<file path="src/rtl/bcd_display_pkg.sv">
// Shared definitions for the BCD 7-segment scanner: FSM states and active-low
// segment patterns ordered {g,f,e,d,c,b,a}.
package bcd_display_pkg;

   typedef enum logic [1:0] {
      IDLE  = 2'd0,
      SHOW  = 2'd1,
      GUARD = 2'd2
   } state_t;

   localparam logic [6:0] SEG_OFF  = 7'b1111111;
   localparam logic [6:0] SEG_DASH = 7'b0111111;

   localparam logic [6:0] SEG_0 = 7'b1000000;
   localparam logic [6:0] SEG_1 = 7'b1111001;
   localparam logic [6:0] SEG_2 = 7'b0100100;
   localparam logic [6:0] SEG_3 = 7'b0110000;
   localparam logic [6:0] SEG_4 = 7'b0011001;
   localparam logic [6:0] SEG_5 = 7'b0010010;
   localparam logic [6:0] SEG_6 = 7'b0000010;
   localparam logic [6:0] SEG_7 = 7'b1111000;
   localparam logic [6:0] SEG_8 = 7'b0000000;
   localparam logic [6:0] SEG_9 = 7'b0010000;

endpackage

</file>
<file path="src/rtl/bcd_to_7seg.sv">
// Combinational 4-bit BCD to active-low 7-segment decoder; codes 10-15 show a dash.
module bcd_to_7seg
   import bcd_display_pkg::*;
(
   input  logic [3:0] digit,
   output logic [6:0] seg
);

   always_comb begin
      seg = SEG_DASH;
      case (digit)
         4'd0:    seg = SEG_0;
         4'd1:    seg = SEG_1;
         4'd2:    seg = SEG_2;
         4'd3:    seg = SEG_3;
         4'd4:    seg = SEG_4;
         4'd5:    seg = SEG_5;
         4'd6:    seg = SEG_6;
         4'd7:    seg = SEG_7;
         4'd8:    seg = SEG_8;
         4'd9:    seg = SEG_9;
         default: seg = SEG_DASH;
      endcase
   end

endmodule

</file>
<file path="src/rtl/bcd_display_scan.sv">
// Time-multiplexed 7-segment scanner with per-frame BCD snapshot and guard gaps.
// Define BCD_DISPLAY_SCAN_LZB_EN to enable leading-zero blanking.
module bcd_display_scan
   import bcd_display_pkg::*;
#(
   parameter int NUMBCDS   = 4,
   parameter int CLK_DIV   = 50000,
   parameter int GUARD_CYC = 2
) (
   input  logic                 clock,
   input  logic                 reset,
   input  logic                 enable,
   input  logic [NUMBCDS*4-1:0] bcd,
   output logic [6:0]           seg,
   output logic [NUMBCDS-1:0]   an,
   output logic                 frame_done
);

   localparam int PW = (CLK_DIV > 1) ? $clog2(CLK_DIV) : 1;
   localparam int GW = (GUARD_CYC > 1) ? $clog2(GUARD_CYC) : 1;
   localparam int DW = (NUMBCDS > 1) ? $clog2(NUMBCDS) : 1;
   localparam logic [PW-1:0] PRE_LAST = PW'(CLK_DIV - 1);
   localparam logic [GW-1:0] GRD_LAST = GW'((GUARD_CYC > 0) ? GUARD_CYC - 1 : 0);
   localparam logic [DW-1:0] DIG_LAST = DW'(NUMBCDS - 1);

   state_t               state, state_n;
   logic [DW-1:0]        digit, digit_n;
   logic [NUMBCDS*4-1:0] shadow, shadow_n;
   logic [PW-1:0]        pre, pre_n;
   logic [GW-1:0]        grd, grd_n;
   logic                 wrap, adv;
   logic [3:0]           nib;
   logic [6:0]           dec, seg_n;
   logic [NUMBCDS-1:0]   an_n, blank_n;
`ifdef BCD_DISPLAY_SCAN_LZB_EN
   logic                 lead_zero;
`endif

   always_ff @(posedge clock or posedge reset) begin
      if (reset) begin
         state      <= IDLE;
         digit      <= '0;
         shadow     <= '0;
         pre        <= '0;
         grd        <= '0;
         seg        <= SEG_OFF;
         an         <= '1;
         frame_done <= 1'b0;
      end else begin
         state      <= state_n;
         digit      <= digit_n;
         shadow     <= shadow_n;
         pre        <= pre_n;
         grd        <= grd_n;
         seg        <= seg_n;
         an         <= an_n;
         frame_done <= wrap;
      end
   end

   always_comb begin
      state_n  = state;
      digit_n  = digit;
      shadow_n = shadow;
      pre_n    = pre;
      grd_n    = grd;
      wrap     = 1'b0;
      adv      = 1'b0;
      if (!enable) begin
         state_n = IDLE;
         digit_n = '0;
         pre_n   = '0;
         grd_n   = '0;
      end else begin
         case (state)
            IDLE: begin
               state_n  = SHOW;
               digit_n  = '0;
               shadow_n = bcd;
               pre_n    = '0;
            end
            SHOW: begin
               if (pre == PRE_LAST) begin
                  pre_n = '0;
                  if (GUARD_CYC == 0) begin
                     adv = 1'b1;
                  end else begin
                     state_n = GUARD;
                     grd_n   = '0;
                  end
               end else begin
                  pre_n = pre + 1'b1;
               end
            end
            GUARD: begin
               if (grd == GRD_LAST) begin
                  grd_n = '0;
                  adv   = 1'b1;
               end else begin
                  grd_n = grd + 1'b1;
               end
            end
            default: state_n = IDLE;
         endcase
         // Wrap to digit 0 reloads the snapshot so a frame never mixes two values.
         if (adv) begin
            state_n = SHOW;
            if (digit == DIG_LAST) begin
               digit_n  = '0;
               shadow_n = bcd;
               wrap     = 1'b1;
            end else begin
               digit_n = digit + 1'b1;
            end
         end
      end
   end

   // Outputs are decoded from next-state values so seg and an are registered together.
   assign nib = shadow_n[{digit_n, 2'b00} +: 4];

   bcd_to_7seg u_dec (
      .digit (nib),
      .seg   (dec)
   );

   always_comb begin
      blank_n = '0;
`ifdef BCD_DISPLAY_SCAN_LZB_EN
      lead_zero = 1'b1;
      for (int unsigned k = NUMBCDS - 1; k > 0; k--) begin
         lead_zero  = lead_zero && (shadow_n[4*k +: 4] == 4'd0);
         blank_n[k] = lead_zero;
      end
`endif
   end

   always_comb begin
      an_n  = '1;
      seg_n = SEG_OFF;
      if (state_n == SHOW && !blank_n[digit_n]) begin
         an_n[digit_n] = 1'b0;
         seg_n         = dec;
      end
   end

endmodule

</file>
<file path="config.mk">
export PLATFORM = sky130hd
export DESIGN_NAME = bcd_display_scan
export DESIGN_NICKNAME = d
export VERILOG_FILES = /design/src/rtl/bcd_display_pkg.sv /design/src/rtl/bcd_to_7seg.sv /design/src/rtl/bcd_display_scan.sv
export SDC_FILE = /design/constraint.sdc
export NUM_CORES = 1
export LEC_CHECK = 0
export ABC_AREA = 1
export BUFFER_PORTS_ARGS = -buffer_cell sky130_fd_sc_hd__clkbuf_2
export CORE_ASPECT_RATIO = 1.1
export CORE_MARGIN = 5
export CORE_UTILIZATION = 40
export DETAILED_ROUTE_END_ITERATION = 6
export SYNTH_ARGS = -nofsm -noshare
export SYNTH_HDL_FRONTEND = slang
export SYNTH_SLANG_ARGS = --single-unit
</file>
<file path="constraint.sdc">
create_clock -name clock -period 5 [get_ports clock]
set_clock_uncertainty 0.15 [all_clocks]
set_input_delay 0.5 -clock clock [delete_from_list [all_inputs] [get_ports clock]]
set_output_delay 0.5 -clock clock [all_outputs]
set_load 0.02 [all_outputs]
</file>
==> flow_metrics.py, run 1 <==
metrics = {
    "outcome": {
        "status": "complete, no violations",
    },
    "critical_path": {
        "timing.critical_path.cells": "ha_1 > nand2_1 > inv_1 > nand3_4 > nand2_4 > nand2_1 > nand2_1 > nand2_1 > nand2_1 > nor2_1 > inv_1 > ha_1 > inv_1 > nand3_1 > nand3_1 > nand3_1",
        "critPathBufInv": 3,
        "sort_of_element_at_the_end_of_the_critical_path": "flip-flop",
        "r2r_end": "seg[3]",
        "cp.arrival_ns": 2.63,
        "worst_setup_path_class": "reg -> reg",
        "path_common_cell": "sky130_fd_sc_hd__nand2_1",
        "critical_path.top_delay_family": "simple AND/OR/NAND/NOR gates",
        "worst_path_maximum_fanout": 18,
        "worst_r2r_startpoint": "digit[0]",
        "cells_on_worst_reg2reg_path": 16,
        "worst_ep_required_time_ns": 5.07,
        "cp_slowest_stage_delay_ns": 0.39,
        "flop2flop_setup_slack_ns": 2.43,
        "cp-start-kind": "flip-flop",
        "cpMaxStageDelayCell": "sky130_fd_sc_hd__dfrtp_1",
    },
    "timing": {
        "tns_ns": 0,
        "achievable-frequency_mhz": 389.4,
        "maxSlewViolCount": 0,
        "rsz_0062_raised_after_global_routing": "false",
        "min_period_over_period_pct": 51.36,
        "worst_slew_pin_slew_ns": 1.019,
        "setup_violations": 0,
        "final_hold_viol_count": 0,
        "slew-limit-headroom_pct": 31.95,
        "final.min_clock_period_ns": 2.568,
        "timing.hold.ws_ns": 0.2528,
    },
    "synthesis": {
        "syn-instance-count": 326,
        "ys_types": 35,
        "synthDominantAreaCellType": "sky130_fd_sc_hd__dfrtp_1",
        "yosysSeqAreaShare_pct": 46.20,
        "synth_top_area_share_pct": 35.43,
        "synth_enable_flop_cells": 0,
        "netlist_area_sq_um": 2684,
        "synth_commonest_cells": "sky130_fd_sc_hd__nand2_1, sky130_fd_sc_hd__inv_1, sky130_fd_sc_hd__dfrtp_1",
        "syn-num-nets": 352,
        "postSynth.asyncResetShare_pct": 100.0,
        "yosys.cell_count.top_type": "sky130_fd_sc_hd__nand2_1",
        "synth_warnings": 0,
        "yosys_most_used_dff": "sky130_fd_sc_hd__dfrtp_1",
        "syn_area_per_cell_sq_um": 8.233,
        "synthTopCellsByArea": "sky130_fd_sc_hd__dfrtp_1, sky130_fd_sc_hd__nand2_1, sky130_fd_sc_hd__dfstp_2",
        "synth_seq_cells": 49,
    },
    "cells_and_area": {
        "finalNonFillerCells": 441,
        "area.growth.synth_to_final_pct": 11.70,
        "post_route_cells_drive_above_1_share_pct": 23.96,
        "antenna_cells_inserted": 0,
        "final_nets": 384,
    },
    "power": {
        "total_leakage_power_uw": 0.001488,
        "power_switching_share_pct": 27.67,
        "worst_ir_drop_vdd_uv": 125.7,
        "power.density_cell_area_nw_per_um2": 278.1,
        "clock_power_share_pct": 31.8,
        "sequentialPowerShare_pct": 52.2,
        "p_int_uw": 603.0,
        "p_switching_uw": 230.7,
        "total_power_uw": 833.7,
        "comb_power_share_pct": 16.0,
    },
    "global_routing": {
        "antenna_found_initial": 0,
        "number_of_global_route_vias_before_repair": 2218,
        "global_route.overflow_total": 0,
        "grt_total_usage_pct": 14.95,
        "grt_start_max_net_pins": 50,
        "global_route_wire_length_before_repair_microns": 10030,
    },
    "clock_tree": {
        "clockRootBuffer": "sky130_fd_sc_hd__clkbuf_8",
        "cts_buffer_depth": 2,
        "cts-hold-fix-buffers": 0,
        "tritoncts": "built",
        "cts_setup_buffers": 0,
        "cts_max_level": 2,
        "cts-resized-gates": 0,
        "numClockSinks": 49,
        "cts-buffers-inserted": 5,
        "clk-insertion-delay-late_ns": 0.30,
        "cts.reportedPaths.clkPinSlew_ns": 0.10,
    },
    "placed_design": {
        "gp_congestion": 0.8363,
        "place.detailed.instances": 433,
        "detailedPlacementHpwl_microns": 4080,
        "buffers_added_on_ports": 30,
    },
    "detailed_routing": {
        "route.vias.total": 2172,
        "drt_first_pass_iters": 4,
        "wire_length_per_cell_after_detailed_routing_microns": 12.59,
        "detail-route-antenna-nets": 0,
        "route.detailed.vias_per_inst": 4.925,
        "final_routed_wirelength_microns": 5554,
        "drc_errors": 0,
        "first_iter_violations": 108,
    },
    "min_path": {
        "timing.hold.worst.start": "bcd[1]",
        "min_path_cells": 3,
        "hold_class": "in -> reg",
        "holdPathEnd": "shadow[1]",
    },
    "floorplanning": {
        "io-pin-count": 31,
        "die_height_microns": 95.91,
        "die_w_microns": 88.10,
        "initial_core_util_pct": 40.94,
        "die-area_sq_um": 8450,
        "placementRows": 31,
        "core_sq_um": 6555,
    },
    "job": {
        "maxCapViolations": 0,
    },
}
[per-layer routing]
layer	up-vias	track usage, %	wire length (microns)
met5	-	0	0
met4	0	3.778	72
met3	8	2.825	162
met2	34	27.83	2933
met1	1017	17.55	2386
li1	1113	-	-
[logic make-up after synthesis]
kind of cell | after synthesis | share of synthesized area [%]
AO/OA/AOI/OAI | 31 | 6.247
adder cells (fa/ha/maj) | 7 | 3.263
flip-flops | 49 | 46.20
XOR/XNOR | 2 | 0.6528
buffers and inverters | 49 | 7.832
AND/OR/NAND/NOR | 188 | 35.80
[per-stage QoR]
| stage | util (%) | area, sq um | setup WS [ns] |
|---|---|---|---|
| global placement | 44.11 | 2892 | 2.390 |
| floorplan | - | 2684 | 2.679 |
| global route | 45.73 | 2998 | 2.132 |
| CTS | 45.73 | 2998 | 2.395 |
| detailed placement | 44.11 | 2892 | 2.300 |
| finish | 45.73 | 2998 | 2.432 |
[registers in the layout, indices dropped and copies added (netlist names)]
| register | cells |
|---|---|
| pre | 16 |
| shadow | 16 |
| seg | 7 |
| an | 4 |
| digit | 2 |
| state | 2 |
| frame_done | 1 |
| grd | 1 |
[cell type report]
type                       instances  area [sq um]
tap                               82         102.6
sequential                        49          1240
fill                             653          3557
multi-input combinational        228          1234
clock buffer                       7         97.59
clock inverter                     1         8.758
timing repair buffer              30         150.1
inverter                          44         165.2
[worst register-to-register path, stage by stage, from the launching register on]
cell and delay, ns:
sky130_fd_sc_hd__dfrtp_1 0.39, sky130_fd_sc_hd__ha_1 0.21, sky130_fd_sc_hd__nand2_1 0.07, sky130_fd_sc_hd__inv_1 0.06
sky130_fd_sc_hd__nand3_4 0.22, sky130_fd_sc_hd__nand2_4 0.19, sky130_fd_sc_hd__nand2_1 0.10, sky130_fd_sc_hd__nand2_1 0.07
sky130_fd_sc_hd__nand2_1 0.07, sky130_fd_sc_hd__nand2_1 0.05, sky130_fd_sc_hd__nor2_1 0.29, sky130_fd_sc_hd__inv_1 0.12
sky130_fd_sc_hd__ha_1 0.20, sky130_fd_sc_hd__inv_1 0.05, sky130_fd_sc_hd__nand3_1 0.10, sky130_fd_sc_hd__nand3_1 0.10
sky130_fd_sc_hd__nand3_1 0.07
[power groups by stage]
stage / combinational, uW / sequential [uW] / clock, uW
after floorplan: 90.1 / 454 / 0
after global placement: 134 / 443 / 0
after detailed placement: 135 / 444 / 0
after CTS: 136 / 436 / 276
after global routing: 151 / 439 / 293
final: 133 / 435 / 265
[how the worst max path moves through the flow]
| stage | cells after the start | end | slack (ns) | start |
|---|---|---|---|---|
| final | 16 | seg[3] | 2.43 | digit[0] |
| after global routing | 16 | seg[3] | 2.13 | digit[0] |
| after CTS | 16 | seg[3] | 2.40 | digit[0] |
| after detailed placement | 16 | seg[3] | 2.30 | enable |
| after global placement | 16 | seg[0] | 2.39 | enable |
| after floorplan | 16 | seg[0] | 2.68 | enable |
[cell usage in the layout, fill, tap and decap left out, types with 2 or more instances in the layout]
cell | Yosys | routed
sky130_fd_sc_hd__a31oi_1 | 2 | 2
sky130_fd_sc_hd__nand2_1 | 87 | 87
sky130_fd_sc_hd__inv_2 | 5 | 6
sky130_fd_sc_hd__nand3b_1 | 4 | 4
sky130_fd_sc_hd__inv_1 | 39 | 38
sky130_fd_sc_hd__nand2_4 | 5 | 5
sky130_fd_sc_hd__nand2_2 | 9 | 9
sky130_fd_sc_hd__and2_1 | 3 | 3
sky130_fd_sc_hd__ha_1 | 7 | 7
sky130_fd_sc_hd__nor2_4 | 4 | 4
sky130_fd_sc_hd__dfstp_2 | 11 | 11
sky130_fd_sc_hd__nor2_2 | 5 | 5
sky130_fd_sc_hd__nor2_1 | 16 | 16
sky130_fd_sc_hd__xor2_1 | 2 | 2
sky130_fd_sc_hd__dfrtp_1 | 38 | 38
sky130_fd_sc_hd__clkbuf_8 | 0 | 5
sky130_fd_sc_hd__a21oi_1 | 12 | 12
sky130_fd_sc_hd__nand3_1 | 34 | 34
sky130_fd_sc_hd__nand4_1 | 3 | 3
sky130_fd_sc_hd__o21ai_0 | 11 | 11
sky130_fd_sc_hd__o21ai_1 | 2 | 2
sky130_fd_sc_hd__nand3_2 | 6 | 6
sky130_fd_sc_hd__clkbuf_2 | 0 | 30
sky130_fd_sc_hd__nor3_1 | 7 | 7
Power figures use the tool's default switching activity.
==> run 2: changes to the inputs <==
- clock period: 5 -> 2.3 ns (I/O delays scaled with it)
==> run 2 against run 1 <==
Cell count rose by 9.1%. Register-to-register slack got worse by 2.3 ns. Total power rose by 130%. Critical path depth fell by 3. Sequential power rose by 120%. Design area rose by 17%. Fmax rose by 17%. Combinational power rose to 2.8 times the previous value. Via count rose by 8.5%. Global-route usage rose by 1.1 points. Clock power rose by 130%. Non-clock buffer count rose by 38. Critical path type unchanged. Critical endpoint unchanged. Largest power group unchanged.
==> flow_metrics.py, run 2 (same netlist as run 1, synthesis figures left out) <==
metrics = {
    "detailed_routing": {
        "first_iter_violations": 56,
        "wire_length_per_cell_after_detailed_routing_microns": 13.19,
        "drt_first_pass_iters": 4,
        "final_routed_wirelength_microns": 6343,
        "drc_errors": 0,
        "route.vias.total": 2357,
        "detail-route-antenna-nets": 0,
        "route.detailed.vias_per_inst": 4.900,
    },
    "critical_path": {
        "sort_of_element_at_the_end_of_the_critical_path": "flip-flop",
        "worst_setup_path_class": "reg -> reg",
        "cp-start-kind": "flip-flop",
        "worst_path_maximum_fanout": 6,
        "cp.arrival_ns": 2.30,
        "worst_ep_required_time_ns": 2.40,
    },
    "clock_tree": {
        "clockRootBuffer": "sky130_fd_sc_hd__clkbuf_8",
        "numClockSinks": 49,
        "clk-insertion-delay-late_ns": 0.31,
        "tritoncts": "built",
        "cts-buffers-inserted": 5,
        "cts.reportedPaths.clkPinSlew_ns": 0.09,
        "cts_buffer_depth": 2,
        "cts_max_level": 2,
    },
    "timing": {
        "min_setup_slack_post_route_ns": 0.1028,
        "slew-limit-headroom_pct": 57.02,
        "setup_violations": 0,
        "worst_slew_pin_slew_ns": 0.6447,
        "rsz_0062_raised_after_global_routing": "true",
        "min_period_over_period_pct": 95.53,
        "final.min_clock_period_ns": 2.197,
        "timing.hold.ws_ns": 0.007948,
        "maxSlewViolCount": 0,
        "final_hold_viol_count": 0,
        "achievable-frequency_mhz": 455.1,
    },
    "cells_and_area": {
        "post_route_cells_drive_above_1_share_pct": 40.10,
        "antenna_cells_inserted": 0,
        "largest_registers": "pre x16, shadow x16, seg x7",
        "mostFrequentLayoutCells": "sky130_fd_sc_hd__nand2_1, sky130_fd_sc_hd__dfrtp_1, sky130_fd_sc_hd__inv_1, sky130_fd_sc_hd__buf_4, sky130_fd_sc_hd__clkbuf_2",
        "finalNonFillerCells": 481,
        "area.growth.synth_to_final_pct": 30.63,
        "final_core_util_pct": 53.48,
        "mostFrequentLayoutCell": "sky130_fd_sc_hd__nand2_1",
        "final_nets": 424,
        "layout.cell_area.non_filler_sq_um": 3506,
    },
    "global_routing": {
        "antenna_found_initial": 0,
        "global_route.overflow_total": 0,
        "grt_total_usage_pct": 16.03,
        "number_of_global_route_vias_before_repair": 2381,
        "global_route_wire_length_before_repair_microns": 10620,
        "grt_start_max_net_pins": 50,
    },
    "power": {
        "worst_ir_drop_vdd_uv": 318.3,
        "power.density_cell_area_nw_per_um2": 551.5,
        "total_leakage_power_uw": 0.001696,
    },
    "floorplanning": {
        "die-area_sq_um": 8450,
        "initial_core_util_pct": 40.94,
        "core_sq_um": 6555,
        "die_w_microns": 88.10,
        "placementRows": 31,
        "io-pin-count": 31,
        "die_height_microns": 95.91,
    },
    "placed_design": {
        "buffers_added_on_ports": 30,
        "placed_area_sq_um": 3072,
        "place.detailed.instances": 457,
        "detailedPlacementHpwl_microns": 4500,
        "gp_congestion": 0.8420,
        "pre_cts_ws_ns": -0.1057,
    },
    "outcome": {
        "status": "complete, no violations",
    },
    "min_path": {
        "hold_class": "in -> reg",
    },
    "job": {
        "maxCapViolations": 0,
    },
}
## run 2: cell count changes in the layout (fill, tap and decap cells not counted), sizes merged
cell         delta
nand3           +1
nand2           +1
dlygate4sd3     +1
bufinv          +1
clkbuf          -2
buf            +37
clkinvlp        +1
## run 2: where the power goes
group          internal, uW  switching (uW)  total, uW
logic                   144             225        370
registers               929            19.9        949
clock network           320             294        614
## run 2: layout make-up
class                           instances  area [sq um]
Sequential cell                        49          1244
Clock buffer                            5         68.82
Timing Repair Buffer                   68         456.7
Clock inverter                          3         41.29
Tap cell                               82         102.6
Inverter                               44         167.7
Multi-Input combinational cell        230          1425
Fill cell                             622          3049
## run 2: what timing repair did
action                                  in CTS  in global routing
hold buffers                                 1                  0
endpoints found under the hold margin       38                  0
pin swaps                                    0                 20
cloned                                       0                  2
resized for setup                            7                 47
buffers inserted                             3                 10
endpoints found under the setup margin       4                  7
## run 2: worst paths after layout
kind | from | cells past startpoint | to | slack [ns]
max | state[1] | 13 | seg[3] | 0.10
min | bcd[7] | 3 | shadow[7] | 0.008
max reg2reg | state[1] | 13 | seg[3] | 0.10
min reg2reg | pre[8] | 1 | pre[8] | 0.37
max in group asynchronous | reset | 4 | state[0] | 1.06
min in group asynchronous | reset | 4 | shadow[15] | 0.47
## run 2: worst max-delay path, cell delays in order, from the launching register on
cell	delay (ns)
sky130_fd_sc_hd__dfrtp_2	0.45
sky130_fd_sc_hd__inv_2	0.08
sky130_fd_sc_hd__nor2_4	0.16
sky130_fd_sc_hd__nand3_4	0.18
sky130_fd_sc_hd__buf_6	0.18
sky130_fd_sc_hd__nand3_2	0.05
sky130_fd_sc_hd__nand2_2	0.07
sky130_fd_sc_hd__nand2_1	0.08
sky130_fd_sc_hd__nand2_2	0.07
sky130_fd_sc_hd__nor2_4	0.13
sky130_fd_sc_hd__ha_1	0.25
sky130_fd_sc_hd__nand2_1	0.12
sky130_fd_sc_hd__nand3_2	0.09
sky130_fd_sc_hd__nand3_2	0.06
## run 2: metrics by stage
stage	total power, uW	TNS (ns)
global placement	1288	-0.01062
CTS	1917	0
floorplan	1182	0
detailed placement	1294	-0.2436
finish	1933	0
global route	2031	-0.02109
## run 2: routing by layer
metal	up-vias	share of wire (%)	track usage [%]
met1	1117	41	18.29
met5	-	0	0
met2	40	54	29.90
li1	1189	-	-
met4	0	2.2	5.793
met3	11	2.7	2.568
==> run 3: changes to the inputs <==
- CORE_UTILIZATION: 40 -> 52
- PLACE_DENSITY: default -> 0.75
==> run 3 against run 2 <==
The flow now finishes with violations (negative hold slack). First-iteration DRC count grew 75%. Design area shrank 0.82%. Non-clock buffer count shrank 3. Total power shrank 3.5%. Critical path depth is the same. Worst setup slack lost 0.084 ns. Cell count shrank 5.6%. Critical endpoint is now seg[4]. Highest routed layer unchanged.
==> flow_metrics.py, run 3 (same netlist as run 1, synthesis figures left out) <==
metrics = {
    "critical_path": {
        "critical_path.top_delay_family": "simple AND/OR/NAND/NOR gates",
        "timing.critical_path.cells": "inv_4 > nor2_4 > nand3_4 > buf_6 > buf_4 > nand3_1 > nand2_2 > nand2_1 > nand2_1 > nor2_4 > inv_2 > a21oi_2 > nand2_1",
        "cp.arrival_ns": 2.37,
        "cp-start-kind": "flip-flop",
        "path_common_cell": "sky130_fd_sc_hd__nand2_1",
        "worst_ep_required_time_ns": 2.39,
        "cp_slowest_stage_delay_ns": 0.47,
        "worst_path_maximum_fanout": 7,
        "worst_r2r_startpoint": "state[1]",
        "worst_setup_path_class": "reg -> reg",
        "sort_of_element_at_the_end_of_the_critical_path": "flip-flop",
        "cpMaxStageDelayCell": "sky130_fd_sc_hd__dfrtp_2",
        "worst_setup_path_startpoint": "state[1]",
        "critPathBufInv": 4,
    },
    "placed_design": {
        "gp_congestion": 0.9039,
        "pre_cts_ws_ns": -0.1263,
        "buffers_added_on_ports": 30,
        "detailedPlacementHpwl_microns": 4373,
        "place.detailed.instances": 427,
    },
    "cells_and_area": {
        "post_route_cells_drive_above_1_share_pct": 39.65,
        "largest_registers": "pre x16, shadow x16, seg x7",
        "finalNonFillerCells": 454,
        "mostFrequentLayoutCells": "sky130_fd_sc_hd__nand2_1, sky130_fd_sc_hd__dfrtp_1, sky130_fd_sc_hd__inv_1",
        "num-fill-cells": 357,
        "multi_input_area_sq_um": 1455,
        "antenna_cells_inserted": 0,
        "area.growth.synth_to_final_pct": 29.56,
        "mostFrequentLayoutCell": "sky130_fd_sc_hd__nand2_1",
        "final_nets": 421,
        "regArea_sq_um": 1244,
    },
    "floorplanning": {
        "core_sq_um": 5000,
        "placementRows": 27,
        "die_w_microns": 78.50,
        "die-area_sq_um": 6700,
        "die_height_microns": 85.35,
        "initial_core_util_pct": 53.68,
        "io-pin-count": 31,
    },
    "min_path": {
        "hold_class": "in -> reg",
        "timing.hold.worst.start": "bcd[11]",
    },
    "timing": {
        "rsz_0062_raised_after_global_routing": "true",
        "min_setup_slack_post_route_ns": 0.01838,
        "setup_violations": 0,
        "final.min_clock_period_ns": 2.282,
        "slew-limit-headroom_pct": 71.16,
        "maxSlewViolCount": 0,
        "worst_slew_pin_slew_ns": 0.4320,
        "timing.hold.ws_ns": -0.005162,
        "final_hold_viol_count": 1,
        "achievable-frequency_mhz": 438.3,
        "min_period_over_period_pct": 99.20,
    },
    "global_routing": {
        "number_of_global_route_vias_before_repair": 2254,
        "global_route.overflow_total": 0,
        "global_route_wire_length_before_repair_microns": 9880,
        "grt_start_max_net_pins": 21,
        "antenna_found_initial": 0,
        "grt_total_usage_pct": 18.43,
    },
    "job": {
        "maxCapViolations": 0,
    },
    "clock_tree": {
        "clk-insertion-delay-late_ns": 0.31,
        "numClockSinks": 49,
        "cts_buffer_depth": 2,
        "clockRootBuffer": "sky130_fd_sc_hd__clkbuf_8",
        "tritoncts": "built",
        "cts-buffers-inserted": 5,
        "cts_max_level": 2,
        "cts.reportedPaths.clkPinSlew_ns": 0.10,
    },
    "detailed_routing": {
        "drc_errors": 0,
        "wire_length_per_cell_after_detailed_routing_microns": 14.73,
        "detail-route-antenna-nets": 0,
        "first_iter_violations": 98,
        "route.vias.total": 2427,
        "route.detailed.vias_per_inst": 5.346,
        "drt_first_pass_iters": 5,
        "final_routed_wirelength_microns": 6689,
    },
    "power": {
        "clock_power_share_pct": 28.5,
        "p_int_uw": 1297,
        "power.density_cell_area_nw_per_um2": 536.7,
        "comb_power_share_pct": 20.5,
        "p_switching_uw": 568.8,
        "power_switching_share_pct": 30.48,
        "worst_ir_drop_vdd_uv": 402.7,
        "sequentialPowerShare_pct": 51.0,
        "total_leakage_power_uw": 0.001667,
    },
    "outcome": {
        "status": "finished, violations left",
        "violated_checks": "negative hold slack",
    },
}
-- run 3: repair_timing --
| item | CTS | global route |
|---|---|---|
| hold endpoints to repair | 18 | 0 |
| endpoints found under the setup margin | 5 | 7 |
| gates cloned | 0 | 2 |
| buffers inserted | 0 | 11 |
| pin swaps | 0 | 22 |
| resized for setup | 4 | 56 |
| hold buffers | 6 | 0 |
-- run 3: area by class of cell --
cell class / count / share of cell area (%)
clock buffers: 5 / 1.979
multi-input cells: 230 / 41.85
inverters: 44 / 4.966
clock inverters: 3 / 0.7197
flip-flops and latches: 49 / 35.77
repair buffers: 65 / 12.63
well taps: 58 / 2.087
-- run 3: worst reg2reg max path, stage by stage, from the launching register on --
cell and delay [ns]:
sky130_fd_sc_hd__dfrtp_2 0.47, sky130_fd_sc_hd__inv_4 0.06, sky130_fd_sc_hd__nor2_4 0.18, sky130_fd_sc_hd__nand3_4 0.17, sky130_fd_sc_hd__buf_6 0.16, sky130_fd_sc_hd__buf_4 0.15
sky130_fd_sc_hd__nand3_1 0.09, sky130_fd_sc_hd__nand2_2 0.08, sky130_fd_sc_hd__nand2_1 0.07, sky130_fd_sc_hd__nand2_1 0.09, sky130_fd_sc_hd__nor2_4 0.22, sky130_fd_sc_hd__inv_2 0.11
sky130_fd_sc_hd__a21oi_2 0.15, sky130_fd_sc_hd__nand2_1 0.08
-- run 3: stage by stage --
stage          util (%)  instance area [sq um]  setup TNS (ns)  hold slack [ns]  power, uW
2_1_floorplan         -                   2684               0           0.2097       1182
3_3_place_gp      59.93                   2997               0          0.07931       1270
3_5_place_dp      59.93                   2997         -0.3359          0.08655       1277
4_1_cts           63.19                   3159               0         0.005865       1817
5_1_grt           69.54                   3477         -0.5321         0.007879       1956
6_report          69.54                   3477               0        -0.005162       1866
-- run 3: path summary, 6_finish.rpt --
path / endpoint / slack, ns / cells past startpoint
setup / recovery: seg[4] / 0.02 / 13
hold / removal: shadow[11] / -0.005 / 3
setup reg to reg: seg[4] / 0.02 / 13
hold reg to reg: shadow[8] / 0.37 / 2
max in group asynchronous: seg[6] / 1.06 / 4
min in group asynchronous: shadow[3] / 0.29 / 3
-- run 3: power by group through the flow --
stage / clock network, uW / logic, uW / registers [uW]
after detailed placement: 0 / 312 / 965
after CTS: 544 / 324 / 949
after global routing: 580 / 419 / 957
after floorplan: 0 / 196 / 986
after global placement: 0 / 308 / 962
final: 532 / 383 / 951
-- run 3: layer usage --
metal | up-vias | part of all wire (%) | GRT usage (%)
met5 | - | 0 | 0
met4 | 0 | 3.4 | 6.836
met3 | 20 | 4.4 | 4.034
met2 | 76 | 55 | 34.36
met1 | 1148 | 38 | 20.19
li1 | 1183 | - | -
